--- src/rtl/sign_extend.sv ---
// Immediate-extension unit: combinational sign extension for the ALU operand mux,
// plus a registered, mode-selected immediate with a valid flag for the ID/EX stage.
module sign_extend #(
    parameter int unsigned IN_W  = 16,
    parameter int unsigned OUT_W = 32
) (
    input  logic             i_clk,
    input  logic             i_rst_n,
    input  logic [IN_W-1:0]  i_in,
    input  logic [1:0]       i_mode,
    input  logic             i_valid,
    input  logic             i_stall,
    output logic [OUT_W-1:0] extend_out,
    output logic [OUT_W-1:0] o_imm_q,
    output logic             o_valid_q
);

    localparam int unsigned EXT_W    = OUT_W - IN_W;
    localparam int unsigned UPPER_SH = OUT_W - IN_W;

    localparam logic [1:0] MODE_SIGN   = 2'b00;
    localparam logic [1:0] MODE_ZERO   = 2'b01;
    localparam logic [1:0] MODE_UPPER  = 2'b10;
    localparam logic [1:0] MODE_BRANCH = 2'b11;

    logic [OUT_W-1:0] sext_c;
    logic [OUT_W-1:0] zext_c;
    logic [OUT_W-1:0] sel_c;
    logic [OUT_W-1:0] imm_d;
    logic             valid_d;

    assign sext_c     = {{EXT_W{i_in[IN_W-1]}}, i_in};
    assign zext_c     = {{EXT_W{1'b0}}, i_in};
    assign extend_out = sext_c;

    // Mode select; unknown modes fall back to sign extension so nothing latches.
    always_comb begin
        sel_c = sext_c;
        case (i_mode)
            MODE_SIGN:   sel_c = sext_c;
            MODE_ZERO:   sel_c = zext_c;
            MODE_UPPER:  sel_c = zext_c << UPPER_SH;
            MODE_BRANCH: sel_c = sext_c << 2;
            default:     sel_c = sext_c;
        endcase
    end

    // Stall holds everything; a bubble clears valid but keeps the last immediate.
    always_comb begin
        imm_d   = o_imm_q;
        valid_d = o_valid_q;
        if (!i_stall) begin
            valid_d = i_valid;
            if (i_valid) begin
                imm_d = sel_c;
            end
        end
    end

    always_ff @(posedge i_clk or negedge i_rst_n) begin
        if (!i_rst_n) begin
            o_imm_q   <= '0;
            o_valid_q <= 1'b0;
        end else begin
            o_imm_q   <= imm_d;
            o_valid_q <= valid_d;
        end
    end

endmodule

--- config.mk ---
export PLATFORM = sky130hd
export DESIGN_NAME = sign_extend
export DESIGN_NICKNAME = d
export VERILOG_FILES = /design/src/rtl/sign_extend.sv
export SDC_FILE = /design/constraint.sdc
export NUM_CORES = 1
export LEC_CHECK = 0
export CAP_MARGIN = 5
export CORE_MARGIN = 2
export CORE_UTILIZATION = 44
export CTS_CLUSTER_DIAMETER = 200
export DETAILED_ROUTE_END_ITERATION = 7
export PLACE_DENSITY = 0.94
export REMOVE_ABC_BUFFERS = 1
export SETUP_SLACK_MARGIN = 0.5
export SLEW_MARGIN = 20
export SYNTH_ARGS = -nofsm -noshare
export SYNTH_HDL_FRONTEND = slang
export SYNTH_SLANG_ARGS = --single-unit
--- constraint.sdc ---
create_clock -name i_clk -period 1.5 [get_ports i_clk]
set_input_delay 0.3 -clock i_clk [delete_from_list [all_inputs] [get_ports i_clk]]
set_output_delay 0.3 -clock i_clk [all_outputs]
set_load 0.1 [all_outputs]
* After elaboration in Yosys (flattened, before gate mapping)
Index checks and enable logic that the tools add are counted.
** Storage, ports and cells
- Logic and storage cells :: 9
- Bits of input ports :: 22
- Bits in registers :: 33
** Cells by class
- Reduce and logical (&&, ||, !) cells :: 2
- Equal/unequal tests :: 3
- Bitwise gates (word level) :: 1
- Mux-type cells :: 1
** Operators by type and width (count)
- $pmux W32 S4 :: 1
- $eq A2 B2 Y1 const B :: 2
- $eq A2 B1 Y1 const B :: 1
- $logic_not A2 Y1 :: 1
- $reduce_and A2 Y1 :: 1
- $not A1 Y1 :: 1

* Longest topological paths before layout
- Depth in word-level cells :: 2
- Depth in mapped cells :: 5
- Depth with buffers taken out :: 3

* Least setup slack after synthesis
OpenSTA, ideal clock, no wires.
- Path type :: register -> register
- From :: register, netlist name o_imm_q[16]
- To :: register o_imm_q[16]
- Buffers on the path :: 0
- Slack :: 0.295 ns
- Arrival :: 1.128 ns
- Cell stages (with the launch flop) :: 3
- Setup time :: 0.078 ns
- Cell sequence :: dfrtp_1 -> nor2_1 -> a21oi_1
** RTL lines
- end signal: assignment :: RTL line 65 : o_imm_q <= imm_d;
- end: declaration :: RTL line 14 : output logic [OUT_W-1:0] o_imm_q,

* Final worst setup path
- From :: register o_imm_q[31]
- To :: output port o_imm_q[31]
No word-level cell between the ends.

==> results.sh <==
export IMPL_outcome="finished clean"
export IMPL_cts_hold_buffers=0
export IMPL_hpwlAfterDp_um=4210
export IMPL_coreArea_um2=3970
export IMPL_slew_headroom=0.769
export IMPL_layout_drive_gt1_share=0.556
export IMPL_r2r_end="o_imm_q[23]"
export IMPL_clock_fmax_ghz=0.760
export IMPL_insertedDiodeCount=0
export IMPL_syn_area_um2=1800
export IMPL_worst_slew_pin_slew_ns=0.347
export IMPL_grt_pass1_vias=2160
export IMPL_rsz0062_at_grt="true"
export IMPL_crit_start="o_imm_q[31]"
export IMPL_drcViolationCount=0
export IMPL_cp_max_fo=2
export IMPL_cellLeakagePower_uw=0.00173
export IMPL_slowest_stage="dfrtp_1"
export IMPL_synth_distinct_cells=22
export IMPL_vias_per_cell=6.47
export IMPL_clock_skew_ns=0
export IMPL_period_share=0.877
export IMPL_dieArea_um2=4630
export IMPL_grt_pass1_wl_um=12800
export IMPL_end_kind="primary output"
export IMPL_fp_dieW_um=68.0
export IMPL_power_density_nw_per_um2=1230
export IMPL_clock_latency_ns=0.32
export IMPL_fin_total_pwr_uw=4650
export IMPL_worstSetupPathType="reg -> out"
export IMPL_clockPowerShare=0.157
export IMPL_p_sw_frac=0.503
export IMPL_cts_buffers=5
export IMPL_clockBufferDepth=2
export IMPL_syn_inst=199
export IMPL_required_ns=1.20
export IMPL_wire_per_inst_um=30.2
export IMPL_power_switching_uw=2340
export IMPL_crit_path_start_kind="flip-flop"
export IMPL_ff2ff_path_depth=4
export IMPL_start_util=0.454
export IMPL_antenna_found_initial=0
export IMPL_power_internal_uw=2310
export IMPL_finalInstanceArea_um2=3790
export IMPL_drt_iter0_markers=414
export IMPL_htree_num_levels=2
export IMPL_cts_tree="built"
export IMPL_endpoint="o_imm_q[31]"
export IMPL_max_stage_delay_ns=0.48
export IMPL_num_rows=23
export IMPL_layout_nets=318
export IMPL_fin_crit_ns=1.32
export IMPL_postSynthAreaPerCell_um2=9.06
export IMPL_drv_cap=0
export IMPL_hp_class="in -> reg"
export IMPL_grtUsageTotal=0.397
export IMPL_crit_family="flip-flops"
export IMPL_path_depth=1
export IMPL_place_area_um2=3230
export IMPL_r2r_start="o_imm_q[23]"
export IMPL_dr_pass1_iters=6
export IMPL_ys_seq_area_frac=0.458
export IMPL_holdWs_ns=0.334
export IMPL_area_delta_synth_final_pct=110
export IMPL_worstPathBufferInverterCount=1
export IMPL_synth_warning_count=0
export IMPL_io_pins=87
export IMPL_gp_congestion=0.779
export IMPL_drt_total_wl_um=10500
export IMPL_cp_data_arrival_time_ns=1.02
export IMPL_fp_dieH_um=68.0
export IMPL_fin_util=0.953
export IMPL_reg2reg_slack_ns=0.38
export IMPL_drtAntennaViolNets=0
export IMPL_vias=2245
export IMPL_finalSetupViolCount=0
export IMPL_crit_chain="buf_12"
export IMPL_cts_sinks=33
export IMPL_grt_ovfl_total=0
export IMPL_power_share_sequential=0.255
export IMPL_grt_start_max_net_pins=34
export IMPL_pwr_share_comb=0.588
export IMPL_clockRootBuffer="clkbuf_8"
export IMPL_hold_viol_final=0
export IMPL_ys_ff_latch=33
export IMPL_irDropWorstVdd_mv=0.656
export IMPL_path_clk_slew_ns=0.09
export IMPL_slew_violations=0
export IMPL_io_buffers=86
## worst min path at each step
stage / start / to / slack (ns) / cells after the start
global route: i_in[0] / o_imm_q[0] / 0.35 / 3
CTS: i_in[0] / o_imm_q[0] / 0.29 / 3
floorplan: i_rst_n / o_imm_q[0] / 0.004 / 0
detailed placement: o_valid_q / o_valid_q / 0.52 / 2
global placement: o_imm_q[1] / o_imm_q[1] / 0.53 / 2
finish: i_in[0] / o_imm_q[0] / 0.33 / 3
## cell families after synthesis
kind of cell           after synthesis  synth area share
AOI/OAI and AO/OA                   50             0.176
DFF                                 33             0.458
and+or+nand+nor                     68             0.176
buffers and inverters               47             0.184
muxes                                1           0.00625
## worst min-delay path, cell delays in order
cell and delay [ns]:
buf_6 0.11, nand2b_1 0.11, o21ai_0 0.09
## through the flow
step,instances,TNS (ns),worst slack [ns]
after floorplan,154,-1.79,-0.0928
after global placement,307,-4.56,-0.137
after detailed placement,307,-8.82,-0.270
after CTS,334,0,0.292
after global routing,347,0,0.155
final,347,0,0.185
## routing by layer
layer / vias up / GRT usage / part of all wire
met5: - / 0 / 0
met4: 0 / 0.195 / 0.084
met3: 89 / 0.138 / 0.13
met2: 260 / 0.623 / 0.46
met1: 1064 / 0.485 / 0.33
li1: 832 / - / -
## power groups by stage
stage	clock, uW	combinational [uW]	sequential (uW)
floorplan	0	180	2000
global placement	0	2350	1160
detailed placement	0	2390	1170
CTS	659	2520	1150
global route	758	2770	1190
finish	729	2730	1180
## cell usage after synthesis
cell type	instances	area share
and2b_1	4	0.017
dfrtp_1	33	0.46
buf_6	3	0.019
and2_4	1	0.0049
a22oi_1	1	0.0042
o21ai_1	3	0.0083
nor2_1	41	0.085
and2_2	1	0.0042
nand2_1	6	0.012
o21ai_0	16	0.044
inv_1	2	0.0042
clkbuf_2	1	0.0028
a221oi_1	11	0.053
clkbuf_1	2	0.0042
a221oi_2	2	0.017
nand2b_1	3	0.010
a21oi_1	16	0.044
buf_4	33	0.14
a21oi_2	1	0.0049
buf_2	6	0.017
nor2b_1	12	0.042
mux2_2	1	0.0062
## cell type report
cell class                      count  area [um2]
Sequential cell                    33         827
Tap cell                           50        62.6
Clock inverter                      2        10.0
Fill cell                          99         185
Timing Repair Buffer              134        2020
Multi-Input combinational cell    120         781
Clock buffer                        6        72.6
Inverter                            2        11.3
## repair_timing
action                                  CTS  global route
setup buffers                            14            12
endpoints found under the setup margin   98            80
gates cloned                              5             1
pin swaps                                 6             2
resized for setup                       108            28
## sequential cells by signal (all words and copies together), names as in the netlist
register   flops
o_valid_q      1
o_imm_q       32
## cell usage in the layout (no fill, tap or decap), drive strengths merged
cell type,instances
buf,129
nor2,41
dfrtp,33
o21ai,19
a21oi,17
a221oi,13
nor2b,12
clkbuf,10
nand2,6
and2b,4
and2,3
nand2b,3
clkinv,2
inv,1
mux2,1
a22oi,1
clkinvlp,1
clkdlybuf4s50,1
Note: power is estimated with default switching activity, not from simulation.
